<file path="config.mk">
export PLATFORM = sky130hd
export DESIGN_NAME = slavefifo2b_mode_ctrl
export DESIGN_NICKNAME = d
export VERILOG_FILES = /design/src/rtl/slavefifo2b_pkg.sv /design/src/rtl/slavefifo2b_bus_mux.sv /design/src/rtl/slavefifo2b_mode_ctrl.sv
export SDC_FILE = /design/constraint.sdc
export NUM_CORES = 1
export LEC_CHECK = 0
export CAP_MARGIN = 40
export CORE_MARGIN = 2
export CORE_UTILIZATION = 49
export CTS_CLUSTER_DIAMETER = 40
export DETAILED_ROUTE_END_ITERATION = 6
export DONT_BUFFER_PORTS = 1
export PLACE_DENSITY = 0.66
export SETUP_SLACK_MARGIN = 0.4
export SLEW_MARGIN = 20
export SYNTH_ARGS = -nofsm -noshare
export SYNTH_HDL_FRONTEND = slang
export SYNTH_SLANG_ARGS = --single-unit
export TNS_END_PERCENT = 20
</file>
<file path="constraint.sdc">
create_clock -name clk_100 -period 2 [get_ports clk_100]
set_clock_uncertainty 0.05 [all_clocks]
set_input_delay 0.4 -clock clk_100 [delete_from_list [all_inputs] [get_ports clk_100]]
set_output_delay 0.4 -clock clk_100 [all_outputs]
set_load 0.005 [all_outputs]
</file>
<file path="src/rtl/slavefifo2b_pkg.sv">
// Shared encodings for the FX3 slave-FIFO mode controller: request modes,
// controller states and source count.
package slavefifo2b_pkg;

    localparam int NUM_SRC = 4;

    typedef enum logic [2:0] {
        MODE_NONE      = 3'd0,
        MODE_STREAM_IN = 3'd1,
        MODE_LOOPBACK  = 3'd2,
        MODE_PARTIAL   = 3'd3,
        MODE_ZLP       = 3'd4
    } mode_t;

    typedef enum logic [1:0] {
        ST_IDLE    = 2'd0,
        ST_ACTIVE  = 2'd1,
        ST_QUIESCE = 2'd2,
        ST_GUARD   = 2'd3
    } state_t;

    // Requests above MODE_ZLP carry no meaning and collapse to "no source".
    function automatic logic [2:0] sanitize_mode(input logic [2:0] req);
        return (req > MODE_ZLP) ? MODE_NONE : req;
    endfunction

    function automatic logic [NUM_SRC-1:0] mode_onehot(input logic [2:0] m);
        logic [NUM_SRC-1:0] oh;
        oh = '0;
        case (m)
            MODE_STREAM_IN: oh = 4'b0001;
            MODE_LOOPBACK:  oh = 4'b0010;
            MODE_PARTIAL:   oh = 4'b0100;
            MODE_ZLP:       oh = 4'b1000;
            default:        oh = '0;
        endcase
        return oh;
    endfunction

endpackage

</file>
<file path="src/rtl/slavefifo2b_bus_mux.sv">
// Combinational write-bus select: drives the granted source onto the FX3 bus,
// or holds the bus idle (strobes high, data zero) when no source is live.
module slavefifo2b_bus_mux
    import slavefifo2b_pkg::*;
#(
    parameter int DATA_W = 32
) (
    input  logic                      bus_live,
    input  logic [1:0]                src_idx,
    input  logic [NUM_SRC-1:0]        src_slwr_n,
    input  logic [NUM_SRC-1:0]        src_pktend_n,
    input  logic [NUM_SRC*DATA_W-1:0] src_data,
    output logic                      slwr_,
    output logic                      pktend_,
    output logic [DATA_W-1:0]         data_out
);

    always_comb begin
        slwr_    = 1'b1;
        pktend_  = 1'b1;
        data_out = '0;
        if (bus_live) begin
            slwr_    = src_slwr_n[src_idx];
            pktend_  = src_pktend_n[src_idx];
            data_out = src_data[int'(src_idx) * DATA_W +: DATA_W];
        end
    end

endmodule

</file>
<file path="src/rtl/slavefifo2b_mode_ctrl.sv">
// FX3 slave-FIFO write-bus owner: grants one of four traffic generators and
// sequences mode changes as quiesce -> idle guard gap -> enable new source.
module slavefifo2b_mode_ctrl
    import slavefifo2b_pkg::*;
#(
    parameter int DATA_W      = 32,
    parameter int GUARD_CYC   = 8,
    parameter int QUIESCE_MAX = 1023
) (
    input  logic                      clk_100,
    input  logic                      reset_,
    input  logic [2:0]                mode_req,
    input  logic [NUM_SRC-1:0]        src_busy,
    input  logic [NUM_SRC-1:0]        src_slwr_n,
    input  logic [NUM_SRC-1:0]        src_pktend_n,
    input  logic [NUM_SRC*DATA_W-1:0] src_data,
    output logic [NUM_SRC-1:0]        mode_sel,
    output logic                      slwr_,
    output logic                      pktend_,
    output logic [DATA_W-1:0]         data_out,
    output logic [2:0]                cur_mode,
    output logic                      switch_done,
    output logic                      err_invalid,
    output logic                      err_timeout,
    output logic [1:0]                fsm_state
);

    localparam int QW = $clog2(QUIESCE_MAX + 1);

    state_t         state;
    logic [2:0]     tgt;
    logic [7:0]     guard_cnt;
    logic [QW-1:0]  q_cnt;
    logic [2:0]     req_mode;
    logic           req_invalid;
    logic [1:0]     cur_idx;
    logic           cur_busy;
    logic           bus_live;

    assign req_invalid = (mode_req > MODE_ZLP);
    assign req_mode    = sanitize_mode(mode_req);
    assign cur_idx     = 2'(cur_mode - 3'd1);
    assign cur_busy    = src_busy[cur_idx];
    assign bus_live    = (state == ST_ACTIVE) || (state == ST_QUIESCE);
    assign fsm_state   = state;

    always_ff @(posedge clk_100 or negedge reset_) begin
        if (!reset_) begin
            state       <= ST_IDLE;
            tgt         <= MODE_NONE;
            cur_mode    <= MODE_NONE;
            mode_sel    <= '0;
            guard_cnt   <= '0;
            q_cnt       <= '0;
            switch_done <= 1'b0;
            err_invalid <= 1'b0;
            err_timeout <= 1'b0;
        end else begin
            switch_done <= 1'b0;
            // Requests are only looked at while no switch is in flight.
            if (req_invalid && (state == ST_IDLE || state == ST_ACTIVE))
                err_invalid <= 1'b1;

            case (state)
                ST_IDLE: begin
                    if (req_mode != MODE_NONE) begin
                        tgt       <= req_mode;
                        guard_cnt <= '0;
                        state     <= ST_GUARD;
                    end
                end

                ST_ACTIVE: begin
                    if (req_mode != cur_mode) begin
                        tgt   <= req_mode;
                        q_cnt <= '0;
                        state <= ST_QUIESCE;
                    end
                end

                ST_QUIESCE: begin
                    if (!cur_busy) begin
                        mode_sel  <= '0;
                        guard_cnt <= '0;
                        state     <= ST_GUARD;
                    end else if (q_cnt == QW'(QUIESCE_MAX - 1)) begin
                        // Source never finished its packet: force the switch.
                        err_timeout <= 1'b1;
                        mode_sel    <= '0;
                        guard_cnt   <= '0;
                        state       <= ST_GUARD;
                    end else begin
                        q_cnt <= q_cnt + 1'b1;
                    end
                end

                ST_GUARD: begin
                    if (guard_cnt == 8'(GUARD_CYC - 1)) begin
                        cur_mode    <= tgt;
                        mode_sel    <= mode_onehot(tgt);
                        switch_done <= 1'b1;
                        state       <= (tgt != MODE_NONE) ? ST_ACTIVE : ST_IDLE;
                    end else begin
                        guard_cnt <= guard_cnt + 1'b1;
                    end
                end

                default: state <= ST_IDLE;
            endcase
        end
    end

    slavefifo2b_bus_mux #(
        .DATA_W(DATA_W)
    ) u_bus_mux (
        .bus_live     (bus_live),
        .src_idx      (cur_idx),
        .src_slwr_n   (src_slwr_n),
        .src_pktend_n (src_pktend_n),
        .src_data     (src_data),
        .slwr_        (slwr_),
        .pktend_      (pktend_),
        .data_out     (data_out)
    );

endmodule

</file>
==> qor.txt, run 1 <==
effective utilization at floorplan: 50.95%
via count of the routed design: 2655
biggest area contributors in the synthesized netlist: dfrtp_1 27%, mux4_2 25%, and2_1 6.6%
first-pass iteration count of the detailed router: 5
count of different cell masters after synthesis: 51
slack of the worst reg-to-reg path: 0 ps
global-route wire length before repair: 13410 µm
vias in the first global route: 2520
worst slew margin relative to its limit: 60.51%
critical-path maximum fanout: 8
total chip power: 0.004321 W
internal power: 0.002536 W
final number of hold-violating endpoints: 0
total detailed-routing wirelength: 9421 µm
Final Worst Setup Slack: -134.9 ps
Crit Path Class: flip-flop to primary output
worst flop-to-flop path startpoint: guard_cnt[5]
clock latency on the worst-skew pair: 290 ps
hold crit path type: input pin to flip-flop
clock slew at the register clock pins of the worst setup and hold paths: 70 ps
relative contribution of the clock network to total power: 12.3%
DRC errors left: 0
largest vdd supply drop: 664.6 µV
critical path capture point: data_out[23]
count of endpoints failing setup in the final report: 34
aggregate global-route resource usage: 27.03%
result of the run: finished with violations
post-placement worst setup slack: -87.54 ps
Synth Warn #: 0
deepest level of the CTS H-tree: 2
Crit path arrival time: 1680 ps
syn nets: 440
transition time at the pin with the least slew margin: 586.9 ps
met3 Track Usage GR: 9.348%
Critical Path Source Type: flip-flop
nets@finish: 468
Static Leakage: 1.481 nW
maximum number of pins on one net before global-route repair: 35
I/O pin cnt: 191
area of all placed cells without fillers: 3802 µm²
clock tree from TritonCTS: done
cell count after synthesis: 286
async set-reset flop share out of synthesis: 100.0%
Setup crit end kind: primary output
RSZ-0062 raised after global routing: true
top post-synthesis cells by count: 34 x mux4_2, 33 x dfrtp_1, 32 x and2_1
final critical path time including I/O delays and setup: 2135 ps
Post-Synthesis Mean Instance Area: 10.55 µm²
placement row count: 28
crit share post-route: 106.7%
maximum capacitance violations: 0
cell chosen for the clock root: clkbuf_8
part of the total power dissipated in sequential elements: 23.4%
number of fill cells: 454
max-slew violation total from the final report: 0
area of the placeable core: 5921 µm²
die area: 6800 µm²
switching share of power: 41.31%
worst flop-to-flop path endpoint: mode_sel[0]
Clock Path Buffers: 2
ys flop type: dfrtp_1
met2 usage in global routing: 42.42%
floorplan die width: 82.46 µm
placed cell areas: 3299 µm²
TritonCTS Sinks: 33
detailed placer's ending HPWL: 7320 µm
violation count after the first detailed-routing iteration: 145
most instantiated library cell after synthesis: mux4_2
Switch Pwr: 0.001785 W
global-route layer with the greatest usage: met2
power density of the placed cells: 1136 nW/µm²
port bufs: 0
FMAX: 468.4 MHz
WL/cell: 23.97 µm
Placer Congestion: 0.8788
initial antenna violation count: 3
post-synthesis sequential area ratio: 27.37%
count of state elements after synthesis: 33
required time at the worst-slack endpoint: 1550 ps
count of antenna-violating nets left after detailed routing: 0
depth of the worst register-to-register path: 7
portion of total power attributed to combinational logic: 64.3%
global route total overflow: 0
area overhead of the layout relative to synthesis: 26.05%
biggest area consumer among synthesized cells: dfrtp_1
via count normalized by instance count: 6.756
Worst setup startpoint: cur_mode[0]
Netlist Area Pre-Place: 3017 µm²
ratio of cells with drive above 1 in the final layout: 50.48%
failing checks: setup timing
global-route track usage on met1: 36.08%
height of the chip: 82.46 µm
count of flip-flops with a built-in enable after synthesis: 0
clock buffers created by TritonCTS: 5
area share of the leading cell type in the synthesized netlist: 27.37%
-- what timing repair did --
item	4_1_cts	5_1_grt
endpoints found under the hold margin	33	0
setup endpoints to repair	64	64
resized for setup	73	12
gates cloned	2	0
hold buffers	2	0
pin swaps	41	10
setup buffers	4	0
-- area by class of cell --
class	count	area, µm²	share of cell area, %
Multi-Input combinational cell	225	2327	61.20
Sequential cell	33	828.3	21.78
Clock buffer	8	90.09	2.369
Inverter	9	35.03	0.9214
Tap cell	75	93.84	2.468
Antenna cell	3	7.507	0.1974
Timing Repair Buffer	40	420.4	11.06
-- how the worst min path moves through the flow --
stage	from	endpoint	slack, ps	cells after the start
6_report	mode_req[2]	err_invalid	230	2
5_1_grt	mode_req[2]	err_invalid	240	2
4_1_cts	mode_req[2]	err_invalid	230	2
3_5_place_dp	reset_	mode_sel[3]	60	0
3_3_place_gp	reset_	mode_sel[2]	60	0
2_1_floorplan	reset_	cur_mode[0]	50	0
-- critical path, stage by stage (launching register included) --
cell	delay, ps
dfrtp_2	450
buf_12	140
buf_12	130
mux4_2	510
and2_4	160
-- flip-flops by register name (all words and copies together), names as in the netlist --
name,cells
cur_mode,3
switch_done,1
guard_cnt,8
err_timeout,1
tgt,3
fsm_state,2
q_cnt,10
mode_sel,4
err_invalid,1
-- kinds of logic after synthesis --
family / Yosys count / share of synthesized area, %
and+or+nand+nor: 123 / 23.52
AOI/OAI and AO/OA: 48 / 11.90
muxes: 43 / 28.62
DFF: 33 / 27.37
buffers and inverters: 28 / 4.272
adders and majority gates: 9 / 3.733
xor gates and xnor gates: 2 / 0.5808
-- cell usage in the layout (no fill, tap or decap), types with 4 or more instances in the layout --
cell | synthesis | final
buf_4 | 1 | 28
o211ai_1 | 4 | 4
ha_1 | 9 | 7
nand3_1 | 13 | 12
dfrtp_1 | 33 | 31
o221ai_2 | 0 | 4
clkbuf_8 | 0 | 6
o21ai_0 | 18 | 10
and2_4 | 0 | 32
buf_12 | 0 | 5
nand2_1 | 26 | 24
nand2b_4 | 0 | 4
mux2_2 | 6 | 5
nor2_1 | 5 | 4
mux4_2 | 34 | 34
inv_1 | 8 | 6
buf_6 | 1 | 4
o21ai_1 | 0 | 6
nand2b_1 | 14 | 10
nand3b_1 | 8 | 8
-- per-stage QoR --
stage | setup TNS [ps] | std cells | util [%] | hold slack, ps
final | -3198 | 393 | 64.22 | 233.0
after global routing | -5496 | 392 | 64.18 | 244.6
after CTS | -3413 | 390 | 63.38 | 227.8
after detailed placement | -481.9 | 374 | 55.73 | 56.15
after global placement | -30.51 | 374 | 55.73 | 56.39
after floorplan | -14.25 | 286 | - | 54.41
-- power groups by stage --
stage          registers, W  clock network [W]  logic (W)
2_1_floorplan      0.000995                  0    0.00142
3_3_place_gp       0.000991                  0    0.00206
3_5_place_dp       0.000997                  0    0.00209
4_1_cts            0.000999           0.000543    0.00270
5_1_grt             0.00103           0.000566    0.00304
6_report            0.00101           0.000532    0.00278
-- layer usage --
| metal | routed length, µm | up-vias |
|---|---|---|
| met3 | 846 | 18 |
| li1 | - | 1158 |
| met5 | 16 | - |
| met2 | 4645 | 130 |
| met1 | 3796 | 1347 |
| met4 | 116 | 2 |
(Power assumes the default switching activity.)
==> run 2, diff against run 1 <==
--- a/config.mk
+++ b/config.mk
@@ -12,6 +12,7 @@
 export DETAILED_ROUTE_END_ITERATION = 6
 export DONT_BUFFER_PORTS = 1
 export PLACE_DENSITY = 0.66
+export REMOVE_ABC_BUFFERS = 1
 export SETUP_SLACK_MARGIN = 0.4
 export SLEW_MARGIN = 20
 export SYNTH_ARGS = -nofsm -noshare
==> qor.txt, run 2 (synthesis gave the netlist of run 1 again) <==
result of the run: finished with violations
failing checks: setup timing
Static Leakage: 1.556 nW (+5.1%)
hold crit path type: input pin to flip-flop
maximum number of pins on one net before global-route repair: 35 (unchanged)
effective utilization at floorplan: 50.95% (unchanged)
source of the worst hold timing path: mode_req[2]
clock latency on the worst-skew pair: 290 ps (about the same)
I/O pin cnt: 191 (unchanged)
number of fill cells: 448 (-1.3%)
capture endpoint of the worst hold path: err_invalid
worst flop-to-flop path startpoint: q_cnt[0]
port bufs: 0 (unchanged)
Clock Path Buffers: 2 (unchanged)
DRC errors left: 0 (unchanged)
deepest level of the CTS H-tree: 2 (unchanged)
worst flop-to-flop path endpoint: mode_sel[0]
area overhead of the layout relative to synthesis: 30.82%
total detailed-routing wirelength: 10320 µm (+9.5%)
placement row count: 28 (unchanged)
Crit Path Class: flip-flop to primary output
nets@finish: 476 (+1.7%)
Max stage delay on crit path: 500 ps (about the same)
required time at the worst-slack endpoint: 1550 ps (about the same)
Setup crit end kind: primary output
TritonCTS Sinks: 33 (unchanged)
clock tree from TritonCTS: done
height of the chip: 82.46 µm (unchanged)
Placer Congestion: 1.012 (+15%)
area of the placeable core: 5921 µm² (unchanged)
global route total overflow: 0 (unchanged)
count of antenna-violating nets left after detailed routing: 0 (unchanged)
worst slew margin relative to its limit: 66.57% (+6.1 points)
ratio of cells with drive above 1 in the final layout: 54.35% (+3.9 points)
maximum capacitance violations: 0 (unchanged)
floorplan die width: 82.46 µm (unchanged)
number of cells traversed by the worst hold path: 2 (unchanged)
most flop-heavy register: q_cnt
number of placed cells counting well taps: 381 (+1.9%)
power density of the placed cells: 1112 nW/µm² (-2.1%)
count of endpoints failing setup in the final report: 37 (+8.8%)
WL/cell: 25.72 µm (+7.3%)
via count of the routed design: 2656 (+0.038%)
commonest non-fill, non-tap cell in the layout: mux4_2
Crit path arrival time: 1680 ps (about the same)
cell chosen for the clock root: clkbuf_8
detailed placer's ending HPWL: 7719 µm (+5.5%)
transition time at the pin with the least slew margin: 496.8 ps (-90.08 ps)
clock slew at the register clock pins of the worst setup and hold paths: 60 ps (about the same)
Finished Layout Cells: 401 (+2.0%)
die area: 6800 µm² (unchanged)
post-placement worst setup slack: -86.47 ps (+1.066 ps)
largest vdd supply drop: 746.6 µV (+12%)
final critical path time including I/O delays and setup: 2130 ps (-4.623 ps)
critical-path maximum fanout: 5 (-3)
depth of the worst register-to-register path: 7 (unchanged)
commonest cells after routing, fill and taps aside: 34 x mux4_2, 32 x and2_4, 31 x dfrtp_1
slack of the worst reg-to-reg path: 0 ps (unchanged)
Largest register FFs: 10 (unchanged)
crit share post-route: 106.5% (-0.23 points)
RSZ-0062 raised after global routing: true
final number of hold-violating endpoints: 0 (unchanged)
Critical Path Source Type: flip-flop
clock buffers created by TritonCTS: 5 (unchanged)
vias in the first global route: 2498 (-0.87%)
total negative setup slack: -3628 ps (-430.3 ps)
global-route wire length before repair: 13890 µm (+3.5%)
first-pass iteration count of the detailed router: 4 (-1)
aggregate global-route resource usage: 28.71% (+1.7 points)
registers with the most flip-flops: q_cnt (10), guard_cnt (8), mode_sel (4)
violation count after the first detailed-routing iteration: 81 (-44%)
via count normalized by instance count: 6.623 (-2.0%)
post-route core utilization: 66.65% (+2.4 points)
max-slew violation total from the final report: 0 (unchanged)
initial antenna violation count: 3 (unchanged)
FMAX: 469.4 MHz (+0.22%)
slowest cell on the critical path: dfrtp_4
cell-by-cell trace of the critical path: buf_6 -> clkbuf_16 -> mux4_2 -> and2_4
Final Worst Setup Slack: -130.3 ps (+4.623 ps)
==> run 2: cell types whose count changed in the layout (fill, tap and decap cells not counted), moves of 3 or more <==
cell	delta
nand2_2	+5
buf_6	+4
ha_2	+3
nand2_1	-4
clkbuf_16	+3
==> run 2: how the worst max path moves through the flow <==
stage / start / to / slack (ps) / cells past startpoint
after floorplan: cur_mode[0] / q_cnt[3] / -1070 / 5
after global placement: mode_req[1] / q_cnt[9] / -30 / 5
after detailed placement: q_cnt[0] / q_cnt[9] / -90 / 7
after CTS: cur_mode[0] / data_out[1] / -150 / 3
after global routing: cur_mode[0] / data_out[15] / -170 / 4
final: cur_mode[0] / data_out[8] / -130 / 4
==> run 2: final cells by class <==
| cell class | instances | area (µm²) | area share [%] |
|---|---|---|---|
| multi-input cells | 225 | 2352 | 59.61 |
| flip-flops and latches | 33 | 830.8 | 21.05 |
| repair buffers | 48 | 520.5 | 13.19 |
| well taps | 75 | 93.84 | 2.378 |
| clock buffers | 5 | 68.82 | 1.744 |
| clock inverters | 2 | 35.03 | 0.8878 |
| inverters | 9 | 35.03 | 0.8878 |
| diodes | 4 | 10.01 | 0.2536 |
==> run 2: per-stage QoR <==
step | power, W | instance area (µm²) | hold slack, ps
2_1_floorplan | 0.002307 | 2923 | 54.41
3_3_place_gp | 0.003042 | 3336 | 55.97
3_5_place_dp | 0.003069 | 3336 | 55.79
4_1_cts | 0.003923 | 3641 | 264.8
5_1_grt | 0.004696 | 3939 | 287.1
6_report | 0.004388 | 3946 | 248.2
==> run 2: per-layer routing <==
metal / vias up / share of wire (%) / global-route usage [%]
li1: 1170 / - / -
met1: 1329 / 40 / 38.72
met2: 136 / 48 / 44.92
met3: 19 / 10 / 10.11
met4: 2 / 1.9 / 5.833
met5: - / 0.097 / 0
==> run 2: timing repair <==
| action | CTS | global route |
|---|---|---|
| setup endpoints to repair | 64 | 64 |
| cloned | 0 | 3 |
| hold endpoints to repair | 33 | 0 |
| pin swaps | 21 | 30 |
| hold buffers | 2 | 0 |
| resized for setup | 52 | 56 |
| buffers inserted | 0 | 4 |
==> run 2: worst max-delay path, delay by kind of cell (launching register included) <==
kind / cells / cell delay, ps
flops: 1 / 500
mux: 1 / 430
buf+inv: 2 / 290
simple gates: 1 / 180
==> run 2: report_power, final <==
group          switching [W]  internal, W
sequential          0.000171     0.000837
clock               0.000242     0.000362
combinational        0.00138      0.00139
total                0.00179      0.00259
